## src/rtl/fp_unpack_pkg.sv

```systemverilog
// fp_unpack_pkg: class codes and format-derivation helpers shared by the
// unpack stage and the downstream FP adder/multiplier blocks.
package fp_unpack_pkg;

  typedef enum logic [2:0] {
    FP_ZERO = 3'd0,
    FP_SUB  = 3'd1,
    FP_NORM = 3'd2,
    FP_INF  = 3'd3,
    FP_QNAN = 3'd4,
    FP_SNAN = 3'd5
  } fp_class_e;

  // Packed operand width: sign + exponent field + stored mantissa.
  function automatic int fp_width(input int exp_w, input int mant_w);
    return 1 + exp_w + mant_w;
  endfunction

  // IEEE-754 exponent bias.
  function automatic int fp_bias(input int exp_w);
    return (1 << (exp_w - 1)) - 1;
  endfunction

endpackage

```

## src/rtl/fp_lzc.sv

```systemverilog
// fp_lzc: leading-zero count of a W-bit vector (returns W for all-zero input).
module fp_lzc #(
  parameter  int W  = 10,
  localparam int CW = $clog2(W + 1)
) (
  input  logic [W-1:0]  d,
  output logic [CW-1:0] count
);

  logic found;

  // Scan from the MSB, counting zeros until the first set bit.
  always_comb begin
    count = '0;
    found = 1'b0;
    for (int i = W - 1; i >= 0; i--) begin
      if (!found) begin
        if (d[i]) found = 1'b1;
        else      count = count + CW'(1);
      end
    end
  end

endmodule

```

## src/rtl/fp_operand_unpack.sv

```systemverilog
// fp_operand_unpack: splits a pair of packed IEEE-754 operands into sign,
// unbiased exponent, explicit-hidden-bit significand and class code, behind a
// 2-entry output skid buffer with a registered in_ready.
// Build option: FP_UNPACK_NORMALIZE_EN adds a register stage and normalizes
// subnormal significands (hidden bit forced to 1, exponent extended below
// the normal range).
module fp_operand_unpack
  import fp_unpack_pkg::*;
#(
  parameter  int EXP_W  = 5,
  parameter  int MANT_W = 10,
  localparam int FW     = fp_width(EXP_W, MANT_W)
) (
  input  logic                    clk,
  input  logic                    rst,
  input  logic                    in_valid,
  output logic                    in_ready,
  input  logic [FW-1:0]           op_a,
  input  logic [FW-1:0]           op_b,
  output logic                    out_valid,
  input  logic                    out_ready,
  output logic                    sign_a,
  output logic                    sign_b,
  output logic signed [EXP_W+1:0] exp_a,
  output logic signed [EXP_W+1:0] exp_b,
  output logic [MANT_W:0]         mant_a,
  output logic [MANT_W:0]         mant_b,
  output logic [2:0]              class_a,
  output logic [2:0]              class_b
);

  localparam int BIAS = fp_bias(EXP_W);
  localparam int EW   = EXP_W + 2;
  localparam int MW   = MANT_W + 1;

  typedef struct packed {
    logic                 sign;
    logic signed [EW-1:0] exp;
    logic [MW-1:0]        mant;
    fp_class_e            cls;
  } operand_t;

  typedef struct packed {
    operand_t a;
    operand_t b;
  } pair_t;

  // Classify one packed operand; subnormals keep the minimum exponent here.
  function automatic operand_t unpack(input logic [FW-1:0] op);
    operand_t           r;
    logic [EXP_W-1:0]   e;
    logic [MANT_W-1:0]  m;
    r      = '0;
    e      = op[FW-2 -: EXP_W];
    m      = op[MANT_W-1:0];
    r.sign = op[FW-1];
    if (e == '0) begin
      if (m == '0) begin
        r.cls = FP_ZERO;
      end else begin
        r.cls  = FP_SUB;
        r.exp  = EW'(1 - BIAS);
        r.mant = {1'b0, m};
      end
    end else if (&e) begin
      r.exp  = EW'(BIAS + 1);
      r.mant = {1'b1, m};
      if (m == '0)         r.cls = FP_INF;
      else if (m[MANT_W-1]) r.cls = FP_QNAN;
      else                 r.cls = FP_SNAN;
    end else begin
      r.cls  = FP_NORM;
      r.exp  = EW'(int'(e) - BIAS);
      r.mant = {1'b1, m};
    end
    return r;
  endfunction

  logic [1:0] cnt, cnt_next;
  pair_t      e0, e1;
  pair_t      push_data;
  logic       push, pop, accept, full_next;

  assign out_valid = (cnt != 2'd0);
  assign pop       = out_valid && out_ready;
  assign accept    = in_valid && in_ready;

`ifdef FP_UNPACK_NORMALIZE_EN
  localparam int LZW = $clog2(MANT_W + 1);

  // Shift a subnormal so its leading one lands in the hidden-bit position.
  function automatic operand_t normalize(input operand_t r, input logic [LZW-1:0] lz);
    operand_t n;
    int       shift;
    n     = r;
    shift = int'(lz) + 1;
    if (r.cls == FP_SUB) begin
      n.mant = r.mant << shift;
      n.exp  = EW'(1 - BIAS - shift);
    end
    return n;
  endfunction

  logic          s1_v, s1_v_next;
  logic [FW-1:0] s1_a, s1_b;
  logic [LZW-1:0] lz_a, lz_b;

  fp_lzc #(.W(MANT_W)) u_lzc_a (.d(s1_a[MANT_W-1:0]), .count(lz_a));
  fp_lzc #(.W(MANT_W)) u_lzc_b (.d(s1_b[MANT_W-1:0]), .count(lz_b));

  // The input stage drains into the buffer whenever a slot exists or frees up.
  assign push      = s1_v && ((cnt != 2'd2) || pop);
  assign s1_v_next = accept ? 1'b1 : (push ? 1'b0 : s1_v);
  assign full_next = s1_v_next && (cnt_next == 2'd2);

  // Decode and normalize the staged raw operands on their way into the buffer.
  always_comb begin
    push_data.a = normalize(unpack(s1_a), lz_a);
    push_data.b = normalize(unpack(s1_b), lz_b);
  end

  // Input register stage holding the raw operand pair.
  always_ff @(posedge clk) begin
    if (rst) begin
      s1_v <= 1'b0;
      s1_a <= '0;
      s1_b <= '0;
    end else begin
      s1_v <= s1_v_next;
      if (accept) begin
        s1_a <= op_a;
        s1_b <= op_b;
      end
    end
  end
`else
  assign push      = accept;
  assign full_next = (cnt_next == 2'd2);

  // Decode straight from the ports into the buffer.
  always_comb begin
    push_data.a = unpack(op_a);
    push_data.b = unpack(op_b);
  end
`endif

  // Buffer occupancy after this cycle's push/pop.
  always_comb begin
    // NOTE: default assignment first so no path through this block leaves cnt_next unassigned (no latch).
    cnt_next = cnt;
    case ({push, pop})
      2'b10:   cnt_next = cnt + 2'd1;
      2'b01:   cnt_next = cnt - 2'd1;
      default: ;
    endcase
  end

  // Two-entry skid buffer with e0 as the head; in_ready registered from next occupancy.
  always_ff @(posedge clk) begin
    if (rst) begin
      // NOTE: the two entries are reset because they drive the data outputs, which must read 0 after reset.
      cnt      <= '0;
      e0       <= '0;
      e1       <= '0;
      in_ready <= 1'b0;
    end else begin
      // NOTE: non-blocking assignments so every register samples pre-edge values regardless of statement order.
      cnt      <= cnt_next;
      in_ready <= !full_next;
      case ({push, pop})
        2'b10: begin
          if (cnt == 2'd0) e0 <= push_data;
          else             e1 <= push_data;
        end
        2'b01: e0 <= e1;
        2'b11: begin
          if (cnt == 2'd1) begin
            e0 <= push_data;
          end else begin
            e0 <= e1;
            e1 <= push_data;
          end
        end
        default: ;
      endcase
    end
  end

  assign sign_a  = e0.a.sign;
  assign exp_a   = e0.a.exp;
  assign mant_a  = e0.a.mant;
  assign class_a = e0.a.cls;
  assign sign_b  = e0.b.sign;
  assign exp_b   = e0.b.exp;
  assign mant_b  = e0.b.mant;
  assign class_b = e0.b.cls;

endmodule

```

## config.mk

```make
export PLATFORM = sky130hd
export DESIGN_NAME = fp_operand_unpack
export DESIGN_NICKNAME = d
export VERILOG_FILES = /design/src/rtl/fp_unpack_pkg.sv /design/src/rtl/fp_lzc.sv /design/src/rtl/fp_operand_unpack.sv
export SDC_FILE = /design/constraint.sdc
export NUM_CORES = 1
export LEC_CHECK = 0
export CAP_MARGIN = 5
export CORE_UTILIZATION = 50
export CTS_CLUSTER_DIAMETER = 40
export DETAILED_ROUTE_END_ITERATION = 8
export GPL_TIMING_DRIVEN = 0
export PLACE_DENSITY = 0.78
export RECOVER_POWER = 100
export SLEW_MARGIN = 30
export SYNTH_ARGS = -nofsm -noshare
export SYNTH_HDL_FRONTEND = slang
export SYNTH_SLANG_ARGS = --single-unit
```

## constraint.sdc

```tcl
create_clock -name clk -period 3.1 [get_ports clk]
set_clock_uncertainty 0.1 [all_clocks]
set_input_delay 0.465 -clock clk [delete_from_list [all_inputs] [get_ports clk]]
set_output_delay 0.465 -clock clk [all_outputs]
set_load 0.03 [all_outputs]
```

==> metrics.txt, run 1 <==
Die Ht 90.4 um; Post-synth ARST share 0; Commonest cells post-synth 87 x dfxtp_1, 66 x nand2_1, 61 x nor2_1, 41 x nor3_1, 39 x a21oi_1; DR vias/cell 5.86; post-route setup slack 0.267 ns; n_diodes 0; VDD IR max 0.000251 V; routed vias just under 4,000; Area contributors post-synth dfxtp_1 45%, nand2_1 6.3%, a221oi_1 6.1%, nor2_1 5.9%, nor3_1 5.3%; Die W roughly 90 um; crit path time final 2.83 ns; first-pass GRT wire length 18,200 um; CP max stage delay approximately 0.40 ns; Reg power frac 0.473; synthesized cell area 3910 um2; Power Density 524 nW/um2; fillcell total 606; Placed Area 4830 um2; Crit Path Category flop to flop; drt first pass iters 5; Synth Register Bits 87; Clock Tree Buf Depth 2; Worst-Margin Slew 0.692 ns; post-detail-place hpwl 7940 um; most common cell in the synthesized netlist dfxtp_1; row cnt 31; Core ar. 7410 um2; fin area 5040 um2; leakage 0.00194 uW; CTS tree yes; clock share of power 0.305; crit start category flop; CP Data Required Time between 3 and 4 ns; Remaining DRCs 0; largest net degree at the start of global routing 15; post_cts resized 0; worst path cell trace inv_1, ha_1, nor2b_1, buf_2, inv_2, ha_1, o211ai_1, clkbuf_1, clkbuf_2, nand2_1, a21oi_1; hold_sp e1[39]; CTS Buf Count 9; switching share of power 0.310; f_max between 0.3 and 0.4 GHz; antenna viol nets, final 0; final cell count without fillers 659; clk slew on worst S/H paths 0.08 ns; H-tree levels 3; Cell variety after synth 43; max-slew violations 0; area occupied by multi-input gates 1950 um2; Worst Setup End Kind flop; top_reg_cell synth dfxtp_1; routability cong. about 0.9; Final Power 2640 uW; Hold Path Class flop to flop; GR Overflow Total 0; placed insts 643; most used cell, CP ha_1; initial antenna violation count 0; DR WL/cell about 17 um; Yosys warnings 0; status complete, no violations; Post-CTS Setup Bufs 0; clock insertion delay at the later pin of the skew report 0.37 ns; final setup TNS 0 ns; number of global-route vias before repair 3,764; max_cap viols 0; r2r startpoint cnt[0]; Tot GR Track Use 0.278; final WL about 11,000 um; final hold viol count 0; RSZ-0062 raised after global routing true; Synth-to-Final Area Change 28.9%; P_int 1820 uW; Starting Density 0.527; clk root buf clkbuf_8; cells after synthesis 464; slew margin rel. 0.539; combinational power share 0.222; EDFF count, synth 0; Crit Path Max Fanout 10; Synth top area share 0.446; final worst-path cycle share 0.914; Buffers on Ports 80; synthesized area per cell 8.42 um2; sequential area share after synthesis 0.446; clk sink count 87; slowest CP cell clkbuf_1; syn_nets between 500 and 600; net switching power ~820 uW; Setup-failing EPs final 0; Arrival @ worst endpoint 3.02 ns; Worst Setup SP cnt[0]; Final nets 602; top cell type by total area after synthesis dfxtp_1; DRT iter0 DRCs 363; I/O pin cnt 82; die area 8170 um2; pre-CTS WS -0.0607 ns; area occupied by registers approximately 1700 um2; CTS Hold Bufs 0; fraction of layout cells with a size suffix above 1 0.0875
worst max-delay path, delay by kind of cell, from the launching register on:
family	cells	cell delay, ns
DFF	1	0.38
AOI/OAI and AO/OA	2	0.39
adders and majority gates	2	0.53
and+or+nand+nor	2	0.21
buffers and inverters	5	1.13
cell families (layout without fill, tap and decap cells):
logic type      after synthesis  in the layout  synth area share
buf+inv                      52            148            0.0541
xor+xnor                      4              4           0.00897
flops                        87             87             0.446
simple gates                197            197             0.237
fa+ha+maj                    11             11            0.0352
compound gates              111            111             0.214
mux                           2              2           0.00513
cell usage in the layout (no fill, tap or decap), types with 14 or more instances in the layout:
cell type / n
clkdlybuf4s50_1: 35
nor3_1: 41
dlygate4sd3_1: 45
inv_1: 14
clkbuf_1: 24
a221oi_1: 27
a21oi_1: 39
a211oi_1: 15
nor2_1: 61
nand2_1: 66
dfxtp_1: 87
layer usage:
layer | GRT usage | wire [um] | up-vias
li1 | - | - | 1842
met1 | 0.358 | 4810 | 1800
met2 | 0.464 | 5180 | 200
met3 | 0.0337 | 832 | 23
met4 | 0.129 | 235 | 0
met5 | 0 | 0 | -
metrics by stage:
stage	hold slack, ns	util
after CTS	0.357	0.679
after global routing	0.376	0.680
after detailed placement	0.345	0.652
final	0.355	0.680
after floorplan	0.332	-
after global placement	0.338	0.652
state kept, by name, indices dropped and copies added, names as in the netlist:
register  flops
class_b       3
in_ready      1
exp_a         6
class_a       3
sign_b        1
mant_b       11
sign_a        1
cnt           2
exp_b         6
e1           42
mant_a       11
power by group through the flow:
stage	Sequential, uW	Combinational, uW	Clock [uW]
after CTS	1250	601	809
after detailed placement	1280	599	0
final	1250	585	806
after global routing	1260	626	856
after global placement	1270	588	0
after floorplan	1370	248	0
cell type report:
| class | instances | area share |
|---|---|---|
| Inverter | 15 | 0.0112 |
| Clock inverter | 5 | 0.0114 |
| Timing Repair Buffer | 80 | 0.159 |
| Multi-Input combinational cell | 325 | 0.388 |
| Tap cell | 99 | 0.0246 |
| Clock buffer | 11 | 0.0281 |
| Buffer | 37 | 0.0320 |
| Sequential cell | 87 | 0.346 |
worst paths after layout:
path,end,slack [ns],cells past startpoint
max,e1[34],0.27,11
min,e1[39],0.35,2
max reg2reg,e1[34],0.27,11
min reg2reg,e1[39],0.35,2
Note: power is estimated with default switching activity, not from simulation.
==> run 2: changes to the inputs <==
--- a/config.mk
+++ b/config.mk
@@ -5,6 +5,7 @@
 export SDC_FILE = /design/constraint.sdc
 export NUM_CORES = 1
 export LEC_CHECK = 0
+export ABC_CLOCK_PERIOD_IN_PS = 3100
 export CAP_MARGIN = 5
 export CORE_UTILIZATION = 50
 export CTS_CLUSTER_DIAMETER = 40
==> results of run 2 <==
The final DEF is identical to that of run 1; final timing and power are the same.
==> run 3: changes to the inputs <==
--- a/config.mk
+++ b/config.mk
@@ -17,3 +17,4 @@
 export SYNTH_ARGS = -nofsm -noshare
 export SYNTH_HDL_FRONTEND = slang
 export SYNTH_SLANG_ARGS = --single-unit
+export TNS_END_PERCENT = 20
==> results of run 3 <==
The final DEF is identical to that of run 1; final timing and power are the same.
